`config.mk`:
```
export PLATFORM = sky130hd
export DESIGN_NAME = pipe_ctrl_unit_flat
export DESIGN_NICKNAME = d
export VERILOG_FILES = /design/src/rtl/pipe_ctrl_unit_if.sv /design/src/rtl/pipe_ctrl_unit.sv /design/src/flat_wrapper.sv
export SDC_FILE = /design/constraint.sdc
export NUM_CORES = 1
export LEC_CHECK = 0
export CELL_PAD_IN_SITES_DETAIL_PLACEMENT = 0
export CELL_PAD_IN_SITES_GLOBAL_PLACEMENT = 2
export CORE_ASPECT_RATIO = 0.8
export CORE_MARGIN = 2
export CORE_UTILIZATION = 25
export DETAILED_ROUTE_END_ITERATION = 10
export PLACE_DENSITY_LB_ADDON = 0.3
export SLEW_MARGIN = 30
export SYNTH_ARGS = -nofsm -noshare
export SYNTH_HDL_FRONTEND = slang
export SYNTH_SLANG_ARGS = --single-unit
```
`constraint.sdc`:
```
create_clock -name clk -period 4.6 [get_ports clk]
set_input_delay 0.92 -clock clk [delete_from_list [all_inputs] [get_ports clk]]
set_output_delay 0.92 -clock clk [all_outputs]
set_load 0.01 [all_outputs]
```
`src/rtl/pipe_ctrl_unit_if.sv`:
```
// Control bundle between the 5-stage datapath and pipe_ctrl_unit.
// Optional macro PIPE_CTRL_PERF_EN adds the performance counter outputs.
interface pipe_ctrl_unit_if #(
  parameter int XLEN       = 32,
  parameter int REG_ADDR_W = 5
);
  logic                  id_valid;
  logic [6:0]            id_opcode;
  logic [REG_ADDR_W-1:0] id_rs1;
  logic [REG_ADDR_W-1:0] id_rs2;
  logic [REG_ADDR_W-1:0] id_rd;
  logic [XLEN-1:0]       id_x17;
  logic                  ex_flush;

  logic                  pc_write;
  logic                  ifid_write;
  logic                  id_stall;
  logic                  ex_alu_src;
  logic [1:0]            ex_alu_op;
  logic                  ex_is_branch;
  logic                  ex_is_jal;
  logic                  ex_is_jalr;
  logic                  mem_mem_read;
  logic                  mem_mem_write;
  logic                  wb_mem_to_reg;
  logic                  wb_write_enable;
  logic                  wb_pc_to_reg;
  logic [REG_ADDR_W-1:0] wb_rd;
  logic                  is_halted;

`ifdef PIPE_CTRL_PERF_EN
  logic [31:0]           perf_stall_cnt;
  logic [31:0]           perf_flush_cnt;

  modport master (
    output id_valid, id_opcode, id_rs1, id_rs2, id_rd, id_x17, ex_flush,
    input  pc_write, ifid_write, id_stall,
    input  ex_alu_src, ex_alu_op, ex_is_branch, ex_is_jal, ex_is_jalr,
    input  mem_mem_read, mem_mem_write,
    input  wb_mem_to_reg, wb_write_enable, wb_pc_to_reg, wb_rd,
    input  is_halted, perf_stall_cnt, perf_flush_cnt
  );

  modport slave (
    input  id_valid, id_opcode, id_rs1, id_rs2, id_rd, id_x17, ex_flush,
    output pc_write, ifid_write, id_stall,
    output ex_alu_src, ex_alu_op, ex_is_branch, ex_is_jal, ex_is_jalr,
    output mem_mem_read, mem_mem_write,
    output wb_mem_to_reg, wb_write_enable, wb_pc_to_reg, wb_rd,
    output is_halted, perf_stall_cnt, perf_flush_cnt
  );
`else
  modport master (
    output id_valid, id_opcode, id_rs1, id_rs2, id_rd, id_x17, ex_flush,
    input  pc_write, ifid_write, id_stall,
    input  ex_alu_src, ex_alu_op, ex_is_branch, ex_is_jal, ex_is_jalr,
    input  mem_mem_read, mem_mem_write,
    input  wb_mem_to_reg, wb_write_enable, wb_pc_to_reg, wb_rd,
    input  is_halted
  );

  modport slave (
    input  id_valid, id_opcode, id_rs1, id_rs2, id_rd, id_x17, ex_flush,
    output pc_write, ifid_write, id_stall,
    output ex_alu_src, ex_alu_op, ex_is_branch, ex_is_jal, ex_is_jalr,
    output mem_mem_read, mem_mem_write,
    output wb_mem_to_reg, wb_write_enable, wb_pc_to_reg, wb_rd,
    output is_halted
  );
`endif
endinterface

```
`src/rtl/pipe_ctrl_unit.sv`:
```
// Pipelined control unit: ID decode, hazard bubbles, EX flush and ecall-halt drain FSM.
// Optional macro PIPE_CTRL_PERF_EN adds saturating stall/flush counters.
module pipe_ctrl_unit #(
  parameter int XLEN         = 32,
  parameter int REG_ADDR_W   = 5,
  parameter int HALT_CODE    = 10,
  parameter int DRAIN_CYCLES = 3
) (
  input  logic           clk,
  input  logic           reset,
  pipe_ctrl_unit_if.slave bus
);

  localparam logic [6:0] OP_LOAD      = 7'b0000011;
  localparam logic [6:0] OP_STORE     = 7'b0100011;
  localparam logic [6:0] OP_BRANCH    = 7'b1100011;
  localparam logic [6:0] OP_ARITH     = 7'b0110011;
  localparam logic [6:0] OP_ARITH_IMM = 7'b0010011;
  localparam logic [6:0] OP_JAL       = 7'b1101111;
  localparam logic [6:0] OP_JALR      = 7'b1100111;
  localparam logic [6:0] OP_ECALL     = 7'b1110011;

  localparam int CNT_W = (DRAIN_CYCLES > 2) ? $clog2(DRAIN_CYCLES) : 1;

  typedef enum logic [1:0] {
    ST_RUN,
    ST_DRAIN,
    ST_HALTED
  } state_t;

  typedef struct packed {
    logic                  alu_src;
    logic [1:0]            alu_op;
    logic                  is_branch;
    logic                  is_jal;
    logic                  is_jalr;
    logic                  mem_read;
    logic                  mem_write;
    logic                  mem_to_reg;
    logic                  write_enable;
    logic                  pc_to_reg;
    logic [REG_ADDR_W-1:0] rd;
  } ex_ctrl_t;

  typedef struct packed {
    logic                  mem_read;
    logic                  mem_write;
    logic                  mem_to_reg;
    logic                  write_enable;
    logic                  pc_to_reg;
    logic [REG_ADDR_W-1:0] rd;
  } mem_ctrl_t;

  typedef struct packed {
    logic                  mem_to_reg;
    logic                  write_enable;
    logic                  pc_to_reg;
    logic [REG_ADDR_W-1:0] rd;
  } wb_ctrl_t;

  state_t          r_state;
  state_t          w_stateNext;
  logic [CNT_W-1:0] r_cnt;
  logic [CNT_W-1:0] w_cntNext;

  ex_ctrl_t  r_idEx;
  mem_ctrl_t r_exMem;
  wb_ctrl_t  r_memWb;

  ex_ctrl_t  w_decoded;
  ex_ctrl_t  w_idExNext;
  logic      w_isEcall;
  logic      w_usesRs1;
  logic      w_usesRs2;
  logic      w_loadUse;
  logic      w_ecallHazard;
  logic      w_run;
  logic      w_idStall;
  logic      w_haltDetect;

  // ECALL decodes to an all-zero bundle so it travels down the pipe as a bubble.
  always_comb begin
    w_decoded = '0;
    w_isEcall = 1'b0;
    w_usesRs2 = 1'b0;
    unique case (bus.id_opcode)
      OP_LOAD: begin
        w_decoded.alu_src      = 1'b1;
        w_decoded.mem_read     = 1'b1;
        w_decoded.mem_to_reg   = 1'b1;
        w_decoded.write_enable = 1'b1;
      end
      OP_STORE: begin
        w_decoded.alu_src   = 1'b1;
        w_decoded.mem_write = 1'b1;
        w_usesRs2           = 1'b1;
      end
      OP_BRANCH: begin
        w_decoded.alu_op    = 2'b01;
        w_decoded.is_branch = 1'b1;
        w_usesRs2           = 1'b1;
      end
      OP_ARITH: begin
        w_decoded.alu_op       = 2'b10;
        w_decoded.write_enable = 1'b1;
        w_usesRs2              = 1'b1;
      end
      OP_ARITH_IMM: begin
        w_decoded.alu_src      = 1'b1;
        w_decoded.alu_op       = 2'b10;
        w_decoded.write_enable = 1'b1;
      end
      OP_JAL: begin
        w_decoded.alu_src      = 1'b1;
        w_decoded.is_jal       = 1'b1;
        w_decoded.pc_to_reg    = 1'b1;
        w_decoded.write_enable = 1'b1;
      end
      OP_JALR: begin
        w_decoded.alu_src      = 1'b1;
        w_decoded.is_jalr      = 1'b1;
        w_decoded.pc_to_reg    = 1'b1;
        w_decoded.write_enable = 1'b1;
      end
      OP_ECALL: begin
        w_isEcall = 1'b1;
      end
      default: begin
        w_isEcall = 1'b0;
      end
    endcase
    if (w_decoded.write_enable) begin
      w_decoded.rd = bus.id_rd;
    end
  end

  assign w_usesRs1 = (bus.id_opcode != OP_JAL);
  assign w_run     = (r_state == ST_RUN);

  // No forwarding into ID, so an ecall must wait until x17 has reached WB.
  assign w_loadUse = bus.id_valid && r_idEx.mem_read && (r_idEx.rd != '0) &&
                     ((w_usesRs1 && (bus.id_rs1 == r_idEx.rd)) ||
                      (w_usesRs2 && (bus.id_rs2 == r_idEx.rd)));

  assign w_ecallHazard = bus.id_valid && w_isEcall &&
                         ((r_idEx.write_enable  && (r_idEx.rd  == REG_ADDR_W'(17))) ||
                          (r_exMem.write_enable && (r_exMem.rd == REG_ADDR_W'(17))));

  assign w_idStall = reset && w_run && (w_loadUse || w_ecallHazard) && !bus.ex_flush;

  assign w_haltDetect = w_run && bus.id_valid && w_isEcall && !w_idStall &&
                        !bus.ex_flush && (bus.id_x17 == XLEN'(HALT_CODE));

  always_comb begin
    w_stateNext = r_state;
    w_cntNext   = r_cnt;
    unique case (r_state)
      ST_RUN: begin
        if (w_haltDetect) begin
          w_stateNext = ST_DRAIN;
          w_cntNext   = CNT_W'(DRAIN_CYCLES - 1);
        end
      end
      ST_DRAIN: begin
        if (r_cnt == '0) begin
          w_stateNext = ST_HALTED;
        end else begin
          w_cntNext = r_cnt - CNT_W'(1);
        end
      end
      ST_HALTED: begin
        w_stateNext = ST_HALTED;
      end
      default: begin
        w_stateNext = ST_RUN;
      end
    endcase
  end

  always_ff @(posedge clk) begin
    if (!reset) begin
      r_state <= ST_RUN;
      r_cnt   <= '0;
    end else begin
      r_state <= w_stateNext;
      r_cnt   <= w_cntNext;
    end
  end

  // Flush, drain/halt, stall and invalid ID all collapse to a bubble.
  always_comb begin
    w_idExNext = '0;
    if (w_run && !bus.ex_flush && !w_idStall && bus.id_valid) begin
      w_idExNext = w_decoded;
    end
  end

  always_ff @(posedge clk) begin
    if (!reset) begin
      r_idEx  <= '0;
      r_exMem <= '0;
      r_memWb <= '0;
    end else begin
      r_idEx               <= w_idExNext;
      r_exMem.mem_read     <= r_idEx.mem_read;
      r_exMem.mem_write    <= r_idEx.mem_write;
      r_exMem.mem_to_reg   <= r_idEx.mem_to_reg;
      r_exMem.write_enable <= r_idEx.write_enable;
      r_exMem.pc_to_reg    <= r_idEx.pc_to_reg;
      r_exMem.rd           <= r_idEx.rd;
      r_memWb.mem_to_reg   <= r_exMem.mem_to_reg;
      r_memWb.write_enable <= r_exMem.write_enable;
      r_memWb.pc_to_reg    <= r_exMem.pc_to_reg;
      r_memWb.rd           <= r_exMem.rd;
    end
  end

  assign bus.pc_write        = reset && w_run && !w_idStall;
  assign bus.ifid_write      = reset && w_run && !w_idStall;
  assign bus.id_stall        = w_idStall;
  assign bus.ex_alu_src      = r_idEx.alu_src;
  assign bus.ex_alu_op       = r_idEx.alu_op;
  assign bus.ex_is_branch    = r_idEx.is_branch;
  assign bus.ex_is_jal       = r_idEx.is_jal;
  assign bus.ex_is_jalr      = r_idEx.is_jalr;
  assign bus.mem_mem_read    = r_exMem.mem_read;
  assign bus.mem_mem_write   = r_exMem.mem_write;
  assign bus.wb_mem_to_reg   = r_memWb.mem_to_reg;
  assign bus.wb_write_enable = r_memWb.write_enable;
  assign bus.wb_pc_to_reg    = r_memWb.pc_to_reg;
  assign bus.wb_rd           = r_memWb.rd;
  assign bus.is_halted       = (r_state == ST_HALTED);

`ifdef PIPE_CTRL_PERF_EN
  logic [31:0] r_perfStallCnt;
  logic [31:0] r_perfFlushCnt;
  logic        w_flushAccepted;

  assign w_flushAccepted = w_run && bus.ex_flush;

  // Both events require RUN, so the counters freeze naturally once halted.
  always_ff @(posedge clk) begin
    if (!reset) begin
      r_perfStallCnt <= '0;
      r_perfFlushCnt <= '0;
    end else begin
      if (w_idStall && (r_perfStallCnt != '1)) begin
        r_perfStallCnt <= r_perfStallCnt + 32'd1;
      end
      if (w_flushAccepted && (r_perfFlushCnt != '1)) begin
        r_perfFlushCnt <= r_perfFlushCnt + 32'd1;
      end
    end
  end

  assign bus.perf_stall_cnt = r_perfStallCnt;
  assign bus.perf_flush_cnt = r_perfFlushCnt;
`endif

endmodule

```
`src/flat_wrapper.sv`:
```
// flat-port wrapper written by rule: the top's interface ports become plain ports
module pipe_ctrl_unit_flat 
#(
  parameter int XLEN         = 32,
  parameter int REG_ADDR_W   = 5,
  parameter int HALT_CODE    = 10,
  parameter int DRAIN_CYCLES = 3
)
  (clk, reset, bus_id_valid, bus_id_opcode, bus_id_rs1, bus_id_rs2, bus_id_rd, bus_id_x17, bus_ex_flush, bus_pc_write, bus_ifid_write, bus_id_stall, bus_ex_alu_src, bus_ex_alu_op, bus_ex_is_branch, bus_ex_is_jal, bus_ex_is_jalr, bus_mem_mem_read, bus_mem_mem_write, bus_wb_mem_to_reg, bus_wb_write_enable, bus_wb_pc_to_reg, bus_wb_rd, bus_is_halted);
  pipe_ctrl_unit_if #(.XLEN(XLEN), .REG_ADDR_W(REG_ADDR_W)) bus_i ();
  input  logic clk;
  input  logic reset;
  input wire logic [$bits(bus_i.id_valid)-1:0] bus_id_valid;
  input wire logic [$bits(bus_i.id_opcode)-1:0] bus_id_opcode;
  input wire logic [$bits(bus_i.id_rs1)-1:0] bus_id_rs1;
  input wire logic [$bits(bus_i.id_rs2)-1:0] bus_id_rs2;
  input wire logic [$bits(bus_i.id_rd)-1:0] bus_id_rd;
  input wire logic [$bits(bus_i.id_x17)-1:0] bus_id_x17;
  input wire logic [$bits(bus_i.ex_flush)-1:0] bus_ex_flush;
  output wire logic [$bits(bus_i.pc_write)-1:0] bus_pc_write;
  output wire logic [$bits(bus_i.ifid_write)-1:0] bus_ifid_write;
  output wire logic [$bits(bus_i.id_stall)-1:0] bus_id_stall;
  output wire logic [$bits(bus_i.ex_alu_src)-1:0] bus_ex_alu_src;
  output wire logic [$bits(bus_i.ex_alu_op)-1:0] bus_ex_alu_op;
  output wire logic [$bits(bus_i.ex_is_branch)-1:0] bus_ex_is_branch;
  output wire logic [$bits(bus_i.ex_is_jal)-1:0] bus_ex_is_jal;
  output wire logic [$bits(bus_i.ex_is_jalr)-1:0] bus_ex_is_jalr;
  output wire logic [$bits(bus_i.mem_mem_read)-1:0] bus_mem_mem_read;
  output wire logic [$bits(bus_i.mem_mem_write)-1:0] bus_mem_mem_write;
  output wire logic [$bits(bus_i.wb_mem_to_reg)-1:0] bus_wb_mem_to_reg;
  output wire logic [$bits(bus_i.wb_write_enable)-1:0] bus_wb_write_enable;
  output wire logic [$bits(bus_i.wb_pc_to_reg)-1:0] bus_wb_pc_to_reg;
  output wire logic [$bits(bus_i.wb_rd)-1:0] bus_wb_rd;
  output wire logic [$bits(bus_i.is_halted)-1:0] bus_is_halted;
  assign bus_i.id_valid = bus_id_valid;
  assign bus_i.id_opcode = bus_id_opcode;
  assign bus_i.id_rs1 = bus_id_rs1;
  assign bus_i.id_rs2 = bus_id_rs2;
  assign bus_i.id_rd = bus_id_rd;
  assign bus_i.id_x17 = bus_id_x17;
  assign bus_i.ex_flush = bus_ex_flush;
  assign bus_pc_write = bus_i.pc_write;
  assign bus_ifid_write = bus_i.ifid_write;
  assign bus_id_stall = bus_i.id_stall;
  assign bus_ex_alu_src = bus_i.ex_alu_src;
  assign bus_ex_alu_op = bus_i.ex_alu_op;
  assign bus_ex_is_branch = bus_i.ex_is_branch;
  assign bus_ex_is_jal = bus_i.ex_is_jal;
  assign bus_ex_is_jalr = bus_i.ex_is_jalr;
  assign bus_mem_mem_read = bus_i.mem_mem_read;
  assign bus_mem_mem_write = bus_i.mem_mem_write;
  assign bus_wb_mem_to_reg = bus_i.wb_mem_to_reg;
  assign bus_wb_write_enable = bus_i.wb_write_enable;
  assign bus_wb_pc_to_reg = bus_i.wb_pc_to_reg;
  assign bus_wb_rd = bus_i.wb_rd;
  assign bus_is_halted = bus_i.is_halted;
  pipe_ctrl_unit #(.XLEN(XLEN), .REG_ADDR_W(REG_ADDR_W), .HALT_CODE(HALT_CODE), .DRAIN_CYCLES(DRAIN_CYCLES)) u_core (.clk(clk), .reset(reset), .bus(bus_i));
endmodule
```
Word level (Yosys, flattened, before mapping):

Cells that the tools add are included.

* register bits: 36
* output and inout bits: 20
* input bits: 58
* logic and storage cells: 97

* add/sub/neg operators: 1
* reduce and logical (&&, ||, !) cells: 39
* mux-type cells: 17
* equal/unequal tests: 19

Operator list (count)
* == test 32 x 4 -> 1 bit, second input constant: 1
* == test 7 bit, second input constant: 4
* logical AND 1 bit: 21
* == test 7 x 6 -> 1 bit, second input constant: 2
* == test 5 bit: 2
* == test 5 bit, second input constant: 2
* two-way mux 1 bit: 10
* OR reduction 5 bit: 2
* two-way mux 2 bit: 4
* case mux 2 bit (2 select lines): 2
* == test 7 x 2 -> 1 bit, second input constant: 1
* == test 7 x 5 -> 1 bit, second input constant: 1
* inequality test 7 bit, second input constant: 1
* case mux 2 bit (3 select lines): 1
* AND reduction 3 bit: 2
* nonzero test 5 bit: 1
* zero test 2 bit: 2
* inequality test 2 bit, second input constant: 2
* AND reduction 2 bit: 2
* OR reduction 2 bit: 2
* logical OR 1 bit: 3
* OR reduction 3 bit: 1
* == test 2 x 1 -> 1 bit, second input constant: 1
* == test 2 bit, second input constant: 1
* 4 further kinds: 5

Longest topological paths before layout:

Gate-level depths: netlist of run 1.

* depth in word-level cells: 15
* depth in mapped cells: 7
* depth with buffers taken out: 7

Least setup slack after synthesis of run 1:

No wires, ideal clock.

* path type: input -> output
* start point: in bus_id_opcode[4]
* end point: out bus_pc_write
* setup slack: 1721 ps
* arrival: 1959 ps
* buffers on the path: 1
* required time: 3680 ps
* cell stages on the path: 6
* path through: and4b_1 -> nand4_1 -> nand4_1 -> nand3_1 -> a21oi_1 -> buf_4

* longest elaborated chain between the ends: 11
* elaborated cells on any way between the ends: 19
* classes of those cells: 5 x eq/ne; 2 x mux; 12 x reduce/logical

Ends and longest elaborated chain
* from (decl): RTL line flat_wrapper.sv:14 `input wire logic [$bits(bus_i.id_opcode)-1:0] bus_id_opcode;`
* == test 7 x 6 -> 1 bit / == test 7 bit (equally long branches): RTL line pipe_ctrl_unit.sv:86 `unique case (bus.id_opcode)`
* OR reduction 3 bit (no line)
* two-way mux 1 bit: RTL line pipe_ctrl_unit.sv:86
* logical AND 1 bit: RTL line pipe_ctrl_unit.sv:143 `(w_usesRs2 && (bus.id_rs2 == r_idEx.rd)));`
* logical OR 1 bit: RTL line pipe_ctrl_unit.sv:142 `((w_usesRs1 && (bus.id_rs1 == r_idEx.rd)) ||`
* logical AND 1 bit: RTL line pipe_ctrl_unit.sv:141 `assign w_loadUse = bus.id_valid && r_idEx.mem_read && (r_idEx.rd != '0) &&`
* logical OR 1 bit (*): RTL line pipe_ctrl_unit.sv:149 `assign w_idStall = reset && w_run && (w_loadUse || w_ecallHazard) && !bus.ex_flush;`
* logical AND 1 bit (*) (2 in series): RTL line pipe_ctrl_unit.sv:149
* zero test 1 bit (*)
* logical AND 1 bit (*)
* to (decl): RTL line flat_wrapper.sv:20 `output wire logic [$bits(bus_i.pc_write)-1:0] bus_pc_write;`

Every way passes the cells marked *; elsewhere a longest branch is shown, timed or not.

Worst setup path in the final report of run 1:

* start point: in bus_id_opcode[4]
* end point: out bus_pc_write

* longest elaborated chain between the ends: 11
* elaborated cells on any way between the ends: 19
* classes of those cells: 5 x eq/ne; 2 x mux; 12 x reduce/logical

Ends and longest elaborated chain
* == test 7 x 6 -> 1 bit / == test 7 bit (equally long branches): RTL line pipe_ctrl_unit.sv:86
* OR reduction 3 bit (no line)
* two-way mux 1 bit: RTL line pipe_ctrl_unit.sv:86
* logical AND 1 bit: RTL line pipe_ctrl_unit.sv:143
* logical OR 1 bit: RTL line pipe_ctrl_unit.sv:142
* logical AND 1 bit: RTL line pipe_ctrl_unit.sv:141
* logical OR 1 bit (*): RTL line pipe_ctrl_unit.sv:149
* logical AND 1 bit (*) (2 in series): RTL line pipe_ctrl_unit.sv:149
* zero test 1 bit (*): RTL line pipe_ctrl_unit.sv:218 `assign bus.pc_write = reset && w_run && !w_idStall;`
* logical AND 1 bit (*): RTL line pipe_ctrl_unit.sv:218

Marked as above.

==> flow_metrics.py, run 1 <==
metrics = {
    "outcome": {
        "status": "completed",
    },
    "global_routing": {
        "antenna_found_initial": 0,
        "grt_pass1_vias": 1484,
        "grt_max_degree": 28,
        "track_usage_pct": 12.0,
        "grt_overflow": 0,
        "grt_pass1_wl_mm": 6.82,
    },
    "power_and_ir_drop": {
        "peakVddDrop_mv": 0.121,
        "p_comb_share_pct": 11.4,
        "power.density_mw_per_mm2": 257,
        "p_int_mw": 0.524,
        "power_mw": 0.662,
        "pwr-share-clk_pct": 41.5,
        "seq_power_share_pct": 47.1,
        "swShare_pct": 20.8,
        "power.switching_mw": 0.138,
        "leakage_nw": 0.954,
    },
    "floorplanning": {
        "num_rows": 26,
        "die_x_um": 94.4,
        "fp.coreArea_mm2": 0.00634,
        "initial_core_util_pct": 25.7,
        "design.die.area_mm2": 0.00720,
        "num_io_pins": 78,
        "die_h_um": 76.3,
    },
    "yosys": {
        "synthArstFlopShare_pct": 0,
        "syn_area_mm2": 0.00163,
        "ys_seq_area_share_pct": 44.1,
        "synth_edf_count": 0,
        "syn_avg_cell_area_um2": 9.66,
        "synth.yosys.warnings": 0,
        "syn-instance-count": 169,
        "ys.flop_type": "dfxtp_1",
        "synth-seq-cells": 36,
        "synth.net_count": 231,
        "synth_cell_types": 44,
    },
    "drt": {
        "drtIter0Drc": 47,
        "postRouteAntennaNets": 0,
        "first_pass_iters": 4,
        "avgViaCountPerCell": 4.43,
        "post_drt_wl_per_cell_um": 12.6,
        "drc": 0,
        "vias": 1467,
        "wl_mm": 4.17,
    },
    "clocking": {
        "clk_latency_ns": 0.28,
        "root_buffer": "clkbuf_8",
        "cts_buffers": 5,
        "post_cts_buffers": 0,
        "cts_tree": "yes",
        "htreeDepth": 2,
        "clockBufferDepth": 2,
        "cts_resized": 0,
        "clk_pin_slew_ns": 0.07,
        "cts-hold-fix-buffers": 0,
        "clock-sinks": 36,
    },
    "place": {
        "place.gp.congestion": 0.715,
        "numPortBuffers": 77,
        "dp.cells": 323,
        "postPlaceCellArea_mm2": 0.00247,
        "dpl.hpwl_mm": 3.31,
    },
    "timing": {
        "rsz0062_at_grt": "false",
        "slew_violations": 0,
        "tns_ns": 0,
        "hold_viol": 0,
        "skew_ns": 0.00465,
        "worst_pin_slew_ns": 0.522,
        "finalCritPeriodShare_pct": 86.5,
        "slew_headroom_pct": 64.9,
        "period_minus_slack_ns": 3.98,
        "max_freq_ghz": 0.251,
        "whs_ns": 0.438,
        "finalSetupViolations": 0,
    },
    "worst_setup_path": {
        "cp-end-kind": "primary output",
        "crit_required_ns": 3.68,
        "crit_type": "in2out",
        "cp-start-kind": "input port",
        "path_max_fanout": 8,
        "crit_arrival_ns": 3.06,
    },
    "run": {
        "drv_cap": 0,
    },
    "min_path": {
        "hold_class": "reg2reg",
    },
    "finish": {
        "fin_cells": 331,
        "fillCellCount": 661,
        "largest_register_ffs": 9,
        "drive_gt1_share_pct": 7.69,
        "syn_to_final_growth_pct": 57.9,
        "insertedDiodeCount": 0,
        "fin_nets": 308,
        "fin_area_mm2": 0.00258,
        "regMostFlops": "u_core.r_idEx",
    },
}
## cell type report
| cell class | count | area (µm²) | share of cell area [%] |
|---|---|---|---|
| Clock inverter | 3 | 42.5 | 1.65 |
| Timing Repair Buffer | 78 | 778 | 30.2 |
| Tap cell | 84 | 105 | 4.08 |
| Sequential cell | 36 | 721 | 28.0 |
| Inverter | 7 | 26.3 | 1.02 |
| Multi-Input combinational cell | 118 | 836 | 32.4 |
| Clock buffer | 5 | 68.8 | 2.67 |
## critical path, stage by stage
cell and delay [ns]:
clkdlybuf4s50_1 0.56, and4b_1 0.33, nand4_1 0.14, nand4_1 0.20, nand3_1 0.12, a21oi_1 0.21
clkdlybuf4s50_1 0.58
## kinds of logic (layout without fill, tap and decap cells)
logic type	after synthesis	in the layout	synth area share [%]
buf+inv	15	93	4.67
compound gates	21	21	8.81
xor+xnor	10	10	5.36
flops	36	36	44.1
simple gates	82	82	33.3
fa+ha+maj	4	4	3.07
mux	1	1	0.613
## Yosys cell counts, types with 4 or more instances
cell      n  area, µm²
nand2_1   9       33.8
nor2_1    7       26.3
o21ai_0   4       20.0
inv_1     7       26.3
ha_1      4       50.1
dfxtp_1  36        721
nand3_1   7       35.0
nand4_1   6       37.5
and2_1   16        100
a21oi_1   4       20.0
nor4_1    7       43.8
xor2_1   10       87.6
## through the flow
step	setup slack, ns	utilization [%]
2_1_floorplan	1.72	-
3_3_place_gp	0.659	38.9
3_5_place_dp	0.610	38.9
4_1_cts	0.604	40.6
5_1_grt	0.485	40.6
6_report	0.623	40.6
## power by group through the flow
stage          Combinational (mW)  Clock [mW]  Sequential, mW
5_1_grt                    0.0809       0.300           0.312
3_3_place_gp               0.0762           0           0.319
2_1_floorplan              0.0183           0           0.319
6_report                   0.0753       0.275           0.312
4_1_cts                    0.0763       0.282           0.312
3_5_place_dp               0.0759           0           0.319
## path summary, 6_finish.rpt
check / start / cells after the start / slack, ns / to
setup reg to reg: u_core.r_exMem[1] / 5 / 2.61 / u_core.r_state[1]
hold / removal: u_core.r_exMem[5] / 1 / 0.44 / u_core.bus.wb_pc_to_reg
hold reg to reg: u_core.r_exMem[5] / 1 / 0.44 / u_core.bus.wb_pc_to_reg
setup / recovery: bus_id_opcode[4] / 7 / 0.62 / bus_pc_write
## metal layers
layer  track usage, %  part of all wire [%]  vias up
met3             3.86                   8.0        2
met4             3.48                  0.82        0
li1                 -                     -      754
met5                0                     0        -
met2             17.5                    41       69
met1             16.9                    50      642
## cells in the final DEF, fill, tap and decap left out, types with 2 or more instances in the layout
cell type,count
clkdlybuf4s50_1,77
dfxtp_1,36
and2_1,16
xor2_1,10
nand2_1,9
inv_1,7
nand3_1,7
nor2_1,7
nor4_1,7
nand4_1,6
clkbuf_8,5
a21oi_1,4
o21ai_0,4
ha_1,4
nor3_1,3
nor2b_1,3
nor3_2,3
a21o_1,3
nor3b_1,3
a41oi_1,3
and3_1,2
nand2b_1,2
nor3b_2,2
nor4b_1,2
Note: power is estimated with default switching activity, not from simulation.
==> inputs of run 2 (changes only) <==
CELL_PAD_IN_SITES_DETAIL_PLACEMENT = 1   (was 0)
CELL_PAD_IN_SITES_GLOBAL_PLACEMENT = 1   (was 2)
CORE_UTILIZATION = 31   (was 25)
==> run 2 against run 1 <==
Against the previous run:
- highest routed layer unchanged
- critical endpoint unchanged
- register-to-register slack worse by 0.02 ns
- non-clock buffer count unchanged
- global-route usage up 3.3 points
- cell count down 6.6%
- wire length up 1.9%
- sequential share of layout area up 0.34 points
- first-iteration DRC count down 49%
==> flow_metrics.py, run 2 (synthesis gave the netlist of run 1 again) <==
metrics = {
    "timing": {
        "rsz0062_at_grt": "false",
        "whs_ns": 0.433,
        "finalCritPeriodShare_pct": 86.6,
        "slew_violations": 0,
        "period_minus_slack_ns": 3.98,
        "layout_setup_ws_ns": 0.616,
        "tns_ns": 0,
        "max_freq_ghz": 0.251,
        "skew_ns": 0.00352,
        "slew_headroom_pct": 69.9,
        "finalSetupViolations": 0,
        "worst_pin_slew_ns": 0.448,
        "hold_viol": 0,
    },
    "finish": {
        "fin_nets": 308,
        "final_common_cell": "clkdlybuf4s50_1",
        "drive_gt1_share_pct": 7.29,
        "regMostFlops": "u_core.r_idEx",
        "fillCellCount": 559,
        "largest_register_ffs": 9,
        "layout_common_cells": "77 x clkdlybuf4s50_1, 36 x dfxtp_1, 16 x and2_1",
        "syn_to_final_growth_pct": 55.9,
        "insertedDiodeCount": 0,
    },
    "clocking": {
        "post_cts_buffers": 0,
        "cts_tree": "yes",
        "clock-sinks": 36,
        "clockBufferDepth": 2,
        "root_buffer": "clkbuf_8",
        "cts_buffers": 5,
        "cts_resized": 0,
        "clk_latency_ns": 0.28,
        "htreeDepth": 2,
        "clk_pin_slew_ns": 0.07,
        "cts-hold-fix-buffers": 0,
    },
    "worst_setup_path": {
        "cp-start-kind": "input port",
        "reg2reg_from": "u_core.r_exMem[1]",
        "startpoint": "bus_id_opcode[4]",
        "crit_arrival_ns": 3.06,
        "crit_required_ns": 3.68,
        "cp-end-kind": "primary output",
        "cp_slowest_stage_delay_ns": 0.58,
        "reg2reg_slack_ns": 2.59,
        "crit_chain": "clkdlybuf4s50_1 -> and4b_1 -> nand4_1 -> nand4_1 -> nand3_1 -> a21oi_1 -> clkdlybuf4s50_1",
        "cp_top_family": "buffers and inverters",
        "crit_buf_inv": 2,
        "worst_path_max_delay_cell": "clkdlybuf4s50_1",
        "path_max_fanout": 8,
        "crit_type": "in2out",
    },
    "place": {
        "place.gp.congestion": 0.780,
        "numPortBuffers": 77,
        "dpl.hpwl_mm": 3.45,
        "post-place-ws_ns": 0.597,
    },
    "global_routing": {
        "grt_max_degree": 19,
        "grt_pass1_vias": 1478,
        "grt_overflow": 0,
        "track_usage_pct": 15.3,
        "antenna_found_initial": 0,
        "grt_pass1_wl_mm": 6.73,
    },
    "power_and_ir_drop": {
        "peakVddDrop_mv": 0.129,
        "leakage_nw": 0.955,
        "power.density_mw_per_mm2": 258,
        "power_mw": 0.656,
    },
    "min_path": {
        "hold_start": "u_core.r_idEx[5]",
        "hold_class": "reg2reg",
    },
    "drt": {
        "drc": 0,
        "vias": 1509,
        "avgViaCountPerCell": 4.88,
        "post_drt_wl_per_cell_um": 13.8,
        "drtIter0Drc": 24,
        "wl_mm": 4.25,
        "postRouteAntennaNets": 0,
        "first_pass_iters": 3,
    },
    "floorplanning": {
        "initial_core_util_pct": 32.4,
        "die_h_um": 68.9,
        "design.die.area_mm2": 0.00587,
        "num_io_pins": 78,
        "num_rows": 23,
        "fp.coreArea_mm2": 0.00504,
        "die_x_um": 85.1,
    },
    "outcome": {
        "status": "completed",
    },
    "run": {
        "drv_cap": 0,
    },
}
==> run 2: cell types whose count changed in the layout (fill, tap and decap cells not counted), sizes merged <==
| cell | previous run | this run |
|---|---|---|
| clkbuf | 5 | 6 |
| clkinvlp | 1 | 0 |
==> run 2: through the flow <==
| step | area (µm²) | util [%] | instances |
|---|---|---|---|
| after floorplan | 1630 | - | 169 |
| after global placement | 2440 | 48.4 | 301 |
| after detailed placement | 2440 | 48.4 | 301 |
| after CTS | 2550 | 50.6 | 309 |
| after global routing | 2550 | 50.6 | 309 |
| final | 2550 | 50.6 | 309 |
==> run 2: area by class of cell <==
cell class,count,area (µm²),area share (%)
sequential,36,721,28.3
timing repair buffer,78,778,30.6
multi-input combinational,118,836,32.8
tap,62,77.6,3.05
clock buffer,6,72.6,2.85
inverter,7,26.3,1.03
clock inverter,2,35.0,1.38
==> run 2: worst paths after layout <==
check,end,cells after the start
hold reg to reg,u_core.r_exMem[5],1
hold / removal,u_core.r_exMem[5],1
setup reg to reg,u_core.r_state[1],5
setup / recovery,bus_pc_write,7
==> run 2: report_power, final <==
part	switching, mW	internal (mW)	leakage [nW]
registers	0.000265	0.312	0.290
logic	0.0235	0.0519	0.610
clock network	0.108	0.161	0.0552
total	0.132	0.525	0.955
==> run 2: routing by layer <==
metal	track usage [%]	vias to the layer above	share of wire (%)
met3	5.12	6	6.6
met2	26.5	62	48
met4	6.55	0	1.6
met5	0	-	0
met1	17.7	687	43
li1	-	754	-
==> run 2: worst register-to-register path, cell delays in order, from the launching register on <==
cell	delay [ns]
dfxtp_1	0.32
or4b_1	0.51
o22ai_1	0.28
nand3_1	0.22
a41oi_1	0.40
mux2i_1	0.22
==> inputs of run 3 (changes only) <==
PLACE_DENSITY = 0.91   (was default)
PLACE_DENSITY_LB_ADDON = default   (was 0.3)
==> run 3 against run 2 <==
Against the previous run:
- cell count unchanged
- clock skew up 0.0018 ns
- utilization down 0.27 points
- sequential share of layout area up 0.15 points
- clock power down 12%
- combinational power up 0.5%
- critical path depth down 1
- final area down 0.54%
- largest cell class unchanged
- largest power group unchanged
==> flow_metrics.py, run 3 (synthesis gave the netlist of run 1 again) <==
metrics = {
    "global_routing": {
        "antenna_found_initial": 0,
        "grt_overflow": 0,
        "track_usage_pct": 17.4,
        "grt_pass1_vias": 1658,
        "grt_max_degree": 28,
        "grt_pass1_wl_mm": 7.72,
    },
    "power_and_ir_drop": {
        "power.switching_mw": 0.139,
        "pwr-share-clk_pct": 37.8,
        "p_comb_share_pct": 12.1,
        "peakVddDrop_mv": 0.122,
        "seq_power_share_pct": 50.0,
        "power.density_mw_per_mm2": 246,
        "leakage_nw": 0.944,
        "p_int_mw": 0.485,
        "swShare_pct": 22.2,
    },
    "clocking": {
        "htreeDepth": 2,
        "cts_resized": 0,
        "clk_pin_slew_ns": 0.07,
        "clk_latency_ns": 0.29,
        "clockBufferDepth": 2,
        "clock-sinks": 36,
        "root_buffer": "clkbuf_8",
        "cts_tree": "yes",
        "cts_buffers": 5,
        "post_cts_buffers": 0,
        "cts-hold-fix-buffers": 0,
    },
    "timing": {
        "skew_ns": 0.00535,
        "rsz0062_at_grt": "false",
        "period_minus_slack_ns": 4.08,
        "max_freq_ghz": 0.245,
        "slew_violations": 0,
        "hold_viol": 0,
        "tns_ns": 0,
        "worst_pin_slew_ns": 0.564,
        "finalCritPeriodShare_pct": 88.7,
        "whs_ns": 0.444,
        "finalSetupViolations": 0,
        "layout_setup_ws_ns": 0.520,
        "slew_headroom_pct": 62.1,
    },
    "min_path": {
        "hold_class": "reg2reg",
    },
    "finish": {
        "regMostFlops": "u_core.r_idEx",
        "layout_common_cells": "77 x clkdlybuf4s50_1, 36 x dfxtp_1, 16 x and2_1",
        "drive_gt1_share_pct": 7.29,
        "fillCellCount": 548,
        "insertedDiodeCount": 0,
        "largest_register_ffs": 9,
        "fin_cells": 309,
        "syn_to_final_growth_pct": 55.1,
        "ff_latch_area_um2": 721,
        "fin_nets": 308,
        "multi_input_area_um2": 836,
        "final_common_cell": "clkdlybuf4s50_1",
    },
    "drt": {
        "drc": 0,
        "postRouteAntennaNets": 0,
        "avgViaCountPerCell": 5.03,
        "post_drt_wl_per_cell_um": 15.3,
        "vias": 1555,
        "first_pass_iters": 4,
        "drtIter0Drc": 37,
        "wl_mm": 4.71,
    },
    "worst_setup_path": {
        "crit_arrival_ns": 3.16,
        "cp-end-kind": "primary output",
        "path_max_fanout": 3,
        "crit_type": "in2out",
        "cp-start-kind": "input port",
        "crit_required_ns": 3.68,
    },
    "floorplanning": {
        "num_rows": 23,
        "fp.coreArea_mm2": 0.00504,
        "die_x_um": 85.1,
        "die_h_um": 68.9,
        "initial_core_util_pct": 32.4,
        "num_io_pins": 78,
        "design.die.area_mm2": 0.00587,
    },
    "place": {
        "post-place-ws_ns": 0.566,
        "numPortBuffers": 77,
        "dpl.hpwl_mm": 3.83,
        "place.gp.congestion": 0.749,
        "dp.cells": 301,
    },
    "run": {
        "drv_cap": 0,
    },
    "outcome": {
        "status": "completed",
    },
}
[run 3: cell types whose count changed in the layout (fill, tap and decap cells not counted)]
cell and change:
bufinv_16 -1, clkbuf_8 +1, clkinv_2 -1, clkinvlp_4 +1
[run 3: worst paths after layout]
check	start	depth (start not counted)	end	slack, ns
worst min-delay path	u_core.r_exMem[5]	1	u_core.bus.wb_pc_to_reg	0.44
worst max register to register	u_core.r_idEx[1]	5	u_core.r_idEx[9]	2.55
worst max-delay path	bus_id_rs2[1]	6	bus_id_stall	0.52
worst min register to register	u_core.r_exMem[5]	1	u_core.bus.wb_pc_to_reg	0.44
[run 3: per-layer routing]
metal	vias up	track usage, %	part of all wire [%]
li1	753	-	-
met1	722	21.0	43
met2	73	29.9	48
met3	7	4.76	8.1
met4	0	6.94	1.6
met5	-	0	0
[run 3: power by group through the flow]
stage	Combinational [mW]	Sequential, mW	Clock (mW)
after floorplan	0.0183	0.319	0
after global placement	0.0737	0.319	0
after detailed placement	0.0761	0.319	0
after CTS	0.0765	0.312	0.240
after global routing	0.0821	0.312	0.256
final	0.0758	0.312	0.236
[run 3: final cells by class]
| cell class | instances | area share [%] |
|---|---|---|
| clock buffer | 7 | 3.41 |
| clock inverter | 1 | 0.296 |
| inverter | 7 | 1.04 |
| multi-input combinational | 118 | 33.0 |
| sequential | 36 | 28.5 |
| tap | 62 | 3.06 |
| timing repair buffer | 78 | 30.7 |
[run 3: critical path, stage by stage]
cell	delay, ns
clkdlybuf4s50_1	0.42
xor2_1	0.16
nor4_1	0.54
nand4b_1	0.31
a31oi_1	0.25
clkdlybuf4s50_1	0.57
[run 3: per-stage QoR]
step	instance area (µm²)	power, mW	utilization (%)
CTS	2530	0.629	50.3
global route	2530	0.651	50.3
global placement	2440	0.393	48.4
floorplan	1630	0.338	-
finish	2530	0.624	50.3
detailed placement	2440	0.395	48.4
==> RTL change 1 (flow settings as in run 1) <==
`DRAIN_CYCLES` is set to 3 in 2 places; all go to 6.
--- a/src/rtl/pipe_ctrl_unit.sv
+++ b/src/rtl/pipe_ctrl_unit.sv
@@ -5,5 +5,5 @@
   parameter int REG_ADDR_W   = 5,
   parameter int HALT_CODE    = 10,
-  parameter int DRAIN_CYCLES = 3
+  parameter int DRAIN_CYCLES = 6
 ) (
   input  logic           clk,
--- a/src/flat_wrapper.sv
+++ b/src/flat_wrapper.sv
@@ -5,5 +5,5 @@
   parameter int REG_ADDR_W   = 5,
   parameter int HALT_CODE    = 10,
-  parameter int DRAIN_CYCLES = 3
+  parameter int DRAIN_CYCLES = 6
 )
   (clk, reset, bus_id_valid, bus_id_opcode, bus_id_rs1, bus_id_rs2, bus_id_rd, bus_id_x17, bus_ex_flush, bus_pc_write, bus_ifid_write, bus_id_stall, bus_ex_alu_src, bus_ex_alu_op, bus_ex_is_branch, bus_ex_is_jal, bus_ex_is_jalr, bus_mem_mem_read, bus_mem_mem_write, bus_wb_mem_to_reg, bus_wb_write_enable, bus_wb_pc_to_reg, bus_wb_rd, bus_is_halted);
Check against the original RTL: not equivalent (a bounded check fails within 10 cycles, from zero or initial values and one cycle with reset low).
==> RTL change 1 against run 1 <==
Power shrank 1.6%. Routed wire length shrank 12%. Clock power shrank 2%. Sequential cell count is the same. Setup slack lost 69 ps. Area after synthesis shrank 3.4%. Non-clock buffer count is the same. Die area shrank 3.2%. Register-to-register slack lost 70 ps. Design area shrank 2.1%. Largest power group unchanged. Highest routed layer unchanged.
==> RTL change 1: results (changes against run 1) <==
| Metric | Value |
|---|---|
| Status | finished clean |
| DP HPWL | 3050 um (-7.9%) |
| Final WL | 3680 um (-12%) |
| Vias in the first global route | 1,361 (-8.3%) |
| Largest cells by area after synthesis | dfxtp_1 46%, and2_1 8.7%, ha_1 4.0% |
| Via density | 4.35 (-1.9%) |
| GPL Wtd Cong | 0.747 (+4.5%) |
| CTS H-tree lvls | 2 (unchanged) |
| Biggest register | u_core.r_idEx |
| Sequential area share after synthesis | 0.457 (+0.0154) |
| Max Cap Violations | 0 (unchanged) |
| First-pass GRT wire length | 6100 um (-11%) |
| Static Leak | 0.000932 uW (-2.3%) |
| Commonest cells post-synth | 36 x dfxtp_1, 22 x and2_1, 10 x nor2_1 |
| Wire length on met2 | 1500 um (-13%) |
| Syn nets | 232 (+0.43%) |
| Sw frac | 0.197 (-0.0119) |
| PostCTS Resize Cnt | 0 (unchanged) |
| 1st-iter DRT viols | 46 (-2.1%) |
| Max incr delay on CP | 600 ps (+20 ps) |
| Layout cells sized above 1 | 0.0562 (-0.0207) |
| Met1 Wirelength | 1770 um (-15%) |
| Worst Path Max Fanout | 4 (-4) |
| Setup Skew | 6.25 ps (+1.60 ps) |
| CTS Buffer Depth | 2 (unchanged) |
| ANT cells | 0 (unchanged) |
| VDD IR max | 0.158 mV (+30%) |
| Primary FF master, synth | dfxtp_1 |
| Largest net degree at the start of global routing | 23 (-18%) |
| Yosys cell types | 40 (-9.1%) |
| Crit path DAT | 3130 ps (+70 ps) |
| Final #Nets | 311 (+0.97%) |
| Max layer used | met4 |
| GRT Overall Usage | 0.113 (-0.00736) |
| Placed instance area | 0.00242 sq mm (-2.0%) |
| Antenna violations before repair | 0 (unchanged) |
| CTS buffer count | 5 (unchanged) |
| Hold Crit Class | flop to flop |
| Worst relative slew slack | 0.568 (-0.0811) |
| Metal3 WL | 353 um (+6.0%) |
| Pre-Repair DR Iteration Count | 4 (unchanged) |
[RTL change 1: cell types whose count changed after synthesis, moves of 3 or more]
cell / delta
nor2_1: +3
xnor2_1: +5
xor2_1: -5
and2_1: +6
nor3b_1: -3
a41oi_1: -3
[RTL change 1: worst paths after layout]
path | from | endpoint | slack, ps | depth (start not counted)
worst max-delay path | bus_id_opcode[5] | bus_id_stall | 550 | 7
worst min-delay path | u_core.r_exMem[5]$_SDFF_PN0_ | u_core.bus.wb_pc_to_reg$_SDFF_PN0_ | 430 | 1
worst max register to register | u_core.r_idEx[4]$_SDFF_PN0_ | u_core.r_idEx[3]$_SDFF_PN0_ | 2540 | 7
worst min register to register | u_core.r_exMem[5]$_SDFF_PN0_ | u_core.bus.wb_pc_to_reg$_SDFF_PN0_ | 430 | 1
[RTL change 1: metrics by stage]
step                      std cells  power [uW]   util  worst slack, ps  hold WS (ps)
final                           330         651  0.420              554           434
after global routing            330         679  0.420              373           441
after CTS                       330         660  0.420              534           436
after detailed placement        322         390  0.402              549           419
after global placement          322         389  0.402              571           415
after floorplan                 169         334      -             1380           412
[RTL change 1: cells by family after synthesis]
logic type / synth area share
simple gates: 0.287
flops: 0.457
compound gates: 0.107
buf+inv: 0.0476
xor+xnor: 0.0555
fa+ha+maj: 0.0397
mux: 0.00634
[RTL change 1: area by class of cell]
| type | instances | area (sq um) |
|---|---|---|
| tap | 81 | 101 |
| multi-input combinational | 118 | 782 |
| sequential | 36 | 721 |
| timing repair buffer | 78 | 778 |
| clock buffer | 6 | 72.6 |
| fill | 624 | 3480 |
| clock inverter | 2 | 35.0 |
| inverter | 9 | 33.8 |
[RTL change 1: power groups by stage]
stage	combinational (uW)	clock (uW)	sequential [uW]
6_report	69.6	269	312
3_5_place_dp	70.2	0	319
5_1_grt	76.2	291	312
2_1_floorplan	14.6	0	319
4_1_cts	70.3	277	312
3_3_place_gp	69.8	0	319
[RTL change 1: worst max-delay path, delay by kind of cell]
family                 cells  cell delay (ps)
buffers and inverters      2             1130
AND/OR/NAND/NOR            3              580
AO/OA/AOI/OAI              2              500
[RTL change 1: layer usage]
metal	vias to the layer above	GRT usage
li1	744	-
met1	625	0.146
met2	59	0.171
met3	7	0.0430
met4	0	0.0441
met5	-	0
==> RTL change 2 (settings of run 1) <==
Made on the original files. Re-encode `state_t` (3 states) as one-hot, 3 bits wide.
--- a/src/rtl/pipe_ctrl_unit.sv
+++ b/src/rtl/pipe_ctrl_unit.sv
@@ -23,8 +23,8 @@
   localparam int CNT_W = (DRAIN_CYCLES > 2) ? $clog2(DRAIN_CYCLES) : 1;
 
-  typedef enum logic [1:0] {
-    ST_RUN,
-    ST_DRAIN,
-    ST_HALTED
+  typedef enum logic [2:0] {
+    ST_RUN    = 3'b001,
+    ST_DRAIN  = 3'b010,
+    ST_HALTED = 3'b100
   } state_t;
 
Function: same outputs for any inputs over 10 cycles, from zero or initial values and one cycle with reset low; not proved beyond that.
==> RTL change 2 against run 1 <==
Global-route usage fell by 0.36 points. Setup slack got worse by 200 ps. Routed wire length fell by 8.9%. Power fell by 4.9%. Via count fell by 8.0%. Area after synthesis fell by 3.9%. Sequential cell count rose by 1. Design area fell by 2.6%.
==> RTL change 2: results (changes against run 1) <==
| Metric | Value |
|---|---|
| Status | finished clean |
| Final WL | 3800 um (-8.9%) |
| Syn nets | 218 (-5.6%) |
| Yosys cell types | 38 (-14%) |
| Mean Syn Cell Area | 9.87 sq um (+2.1%) |
| Post-Place Cells | 313 (-3.1%) |
| Sequential cell area share | 0.295 (+0.0154) |
| 1st-iter DRT viols | 38 (-19%) |
| Multi-input gates | 111 (-5.9%) |
| Setup Skew | 7.40 ps (+2.75 ps) |
| Setup WS pre-CTS | 403 ps (-207 ps) |
| Clock sink count | 37 (+2.8%) |
| Vias | 1,350 (-8.0%) |
| Cell Area, Synth | 0.00157 sq mm (-3.9%) |
| Placed instance area | 0.00241 sq mm (-2.1%) |
| CP delay by family, top | buffers and inverters |
| First-pass GRT wire length | 6130 um (-10%) |
| Final #Nets | 298 (-3.2%) |
| Multi-input gate share of total cell area | 0.306 (-0.0183) |
| Non-clock inverters | 5 (-2) |
| VDD IR max | 0.105 mV (-13%) |
| GPL Wtd Cong | 0.699 (-2.2%) |
| Final clock-cell share | 0.0384 (-0.00484) |
| Non-clk buf share | 0.313 (+0.0110) |
| Worst relative slew slack | 0.735 (+0.0858) |
| Net Sw Power | 135 uW (-2.1%) |
| Fill count | 587 (-11%) |
| GRT Overall Usage | 0.116 (-0.00361) |
| Layout cells sized above 1 | 0.0875 (+0.0106) |
| Hold Crit Class | flop to flop |
| Largest cells by area after synthesis | dfxtp_1 47%, and2_1 9.2%, xnor2_1 5.0% |
| Commonest cells post-synth | 37 x dfxtp_1, 23 x and2_1, 10 x nor4_1 |
| DP HPWL | 3220 um (-2.8%) |
| CTS buffer count | 5 (unchanged) |
| Nonclk buf count | 79 (+1.3%) |
| CLK BUF | 6 (+1) |
| Worst Path Max Fanout | 6 (-2) |
| Share of Yosys cell area claimed by the top area cell type | 0.472 (+0.0307) |
| Drt wl/cell | 11.8 um (-6.1%) |
| Sequential area share after synthesis | 0.472 (+0.0307) |
| Crit path DAT | 3260 ps (+200 ps) |
| Static Leak | 0.000836 uW (-12%) |
| Largest net degree at the start of global routing | 24 (-14%) |
| Vias in the first global route | 1,343 (-9.5%) |
==> RTL change 2: changes by cell type in the layout (fill, tap and decap cells not counted), moves of 3 or more <==
cell      before  now
and2_1        16   23
xor2_1        10    1
nor4_1         7   10
nand3_1        7    4
ha_1           4    1
nand2b_1       2    5
xnor2_1        0    9
a41oi_1        3    0
a21oi_1        4    7
==> RTL change 2: final timing paths <==
check             slack, ps                    startpoint                                 end  depth (start not counted)
hold / removal          440  u_core.r_exMem[5]$_SDFF_PN0_  u_core.bus.wb_pc_to_reg$_SDFF_PN0_                          1
hold reg to reg         440  u_core.r_exMem[5]$_SDFF_PN0_  u_core.bus.wb_pc_to_reg$_SDFF_PN0_                          1
setup / recovery        420              bus_id_opcode[4]                        bus_pc_write                          8
setup reg to reg       2670  u_core.r_exMem[1]$_SDFF_PN0_         u_core.r_idEx[8]$_SDFF_PN0_                          6
==> RTL change 2: power groups by stage <==
stage	clock network [uW]	registers [uW]	logic [uW]
2_1_floorplan	0	328	18.6
3_3_place_gp	0	328	77.1
3_5_place_dp	0	328	77.1
4_1_cts	243	321	77.4
5_1_grt	258	321	82.3
6_report	233	321	76.2
==> RTL change 2: logic make-up after synthesis <==
| family | count (synthesis) | synth area share |
|---|---|---|
| flip-flops | 37 | 0.472 |
| adder cells (fa/ha/maj) | 1 | 0.00797 |
| buffers and inverters | 11 | 0.0383 |
| AO/OA/AOI/OAI | 18 | 0.0957 |
| XOR/XNOR | 10 | 0.0558 |
| AND/OR/NAND/NOR | 82 | 0.330 |
==> RTL change 2: layer usage <==
layer	wire, um	share of wire	global-route usage	up-vias
met1	1790	0.47	0.151	570
met4	49	0.013	0.0448	0
li1	-	-	-	712
met3	354	0.093	0.0450	7
met2	1610	0.42	0.177	61
met5	0	0	0	-
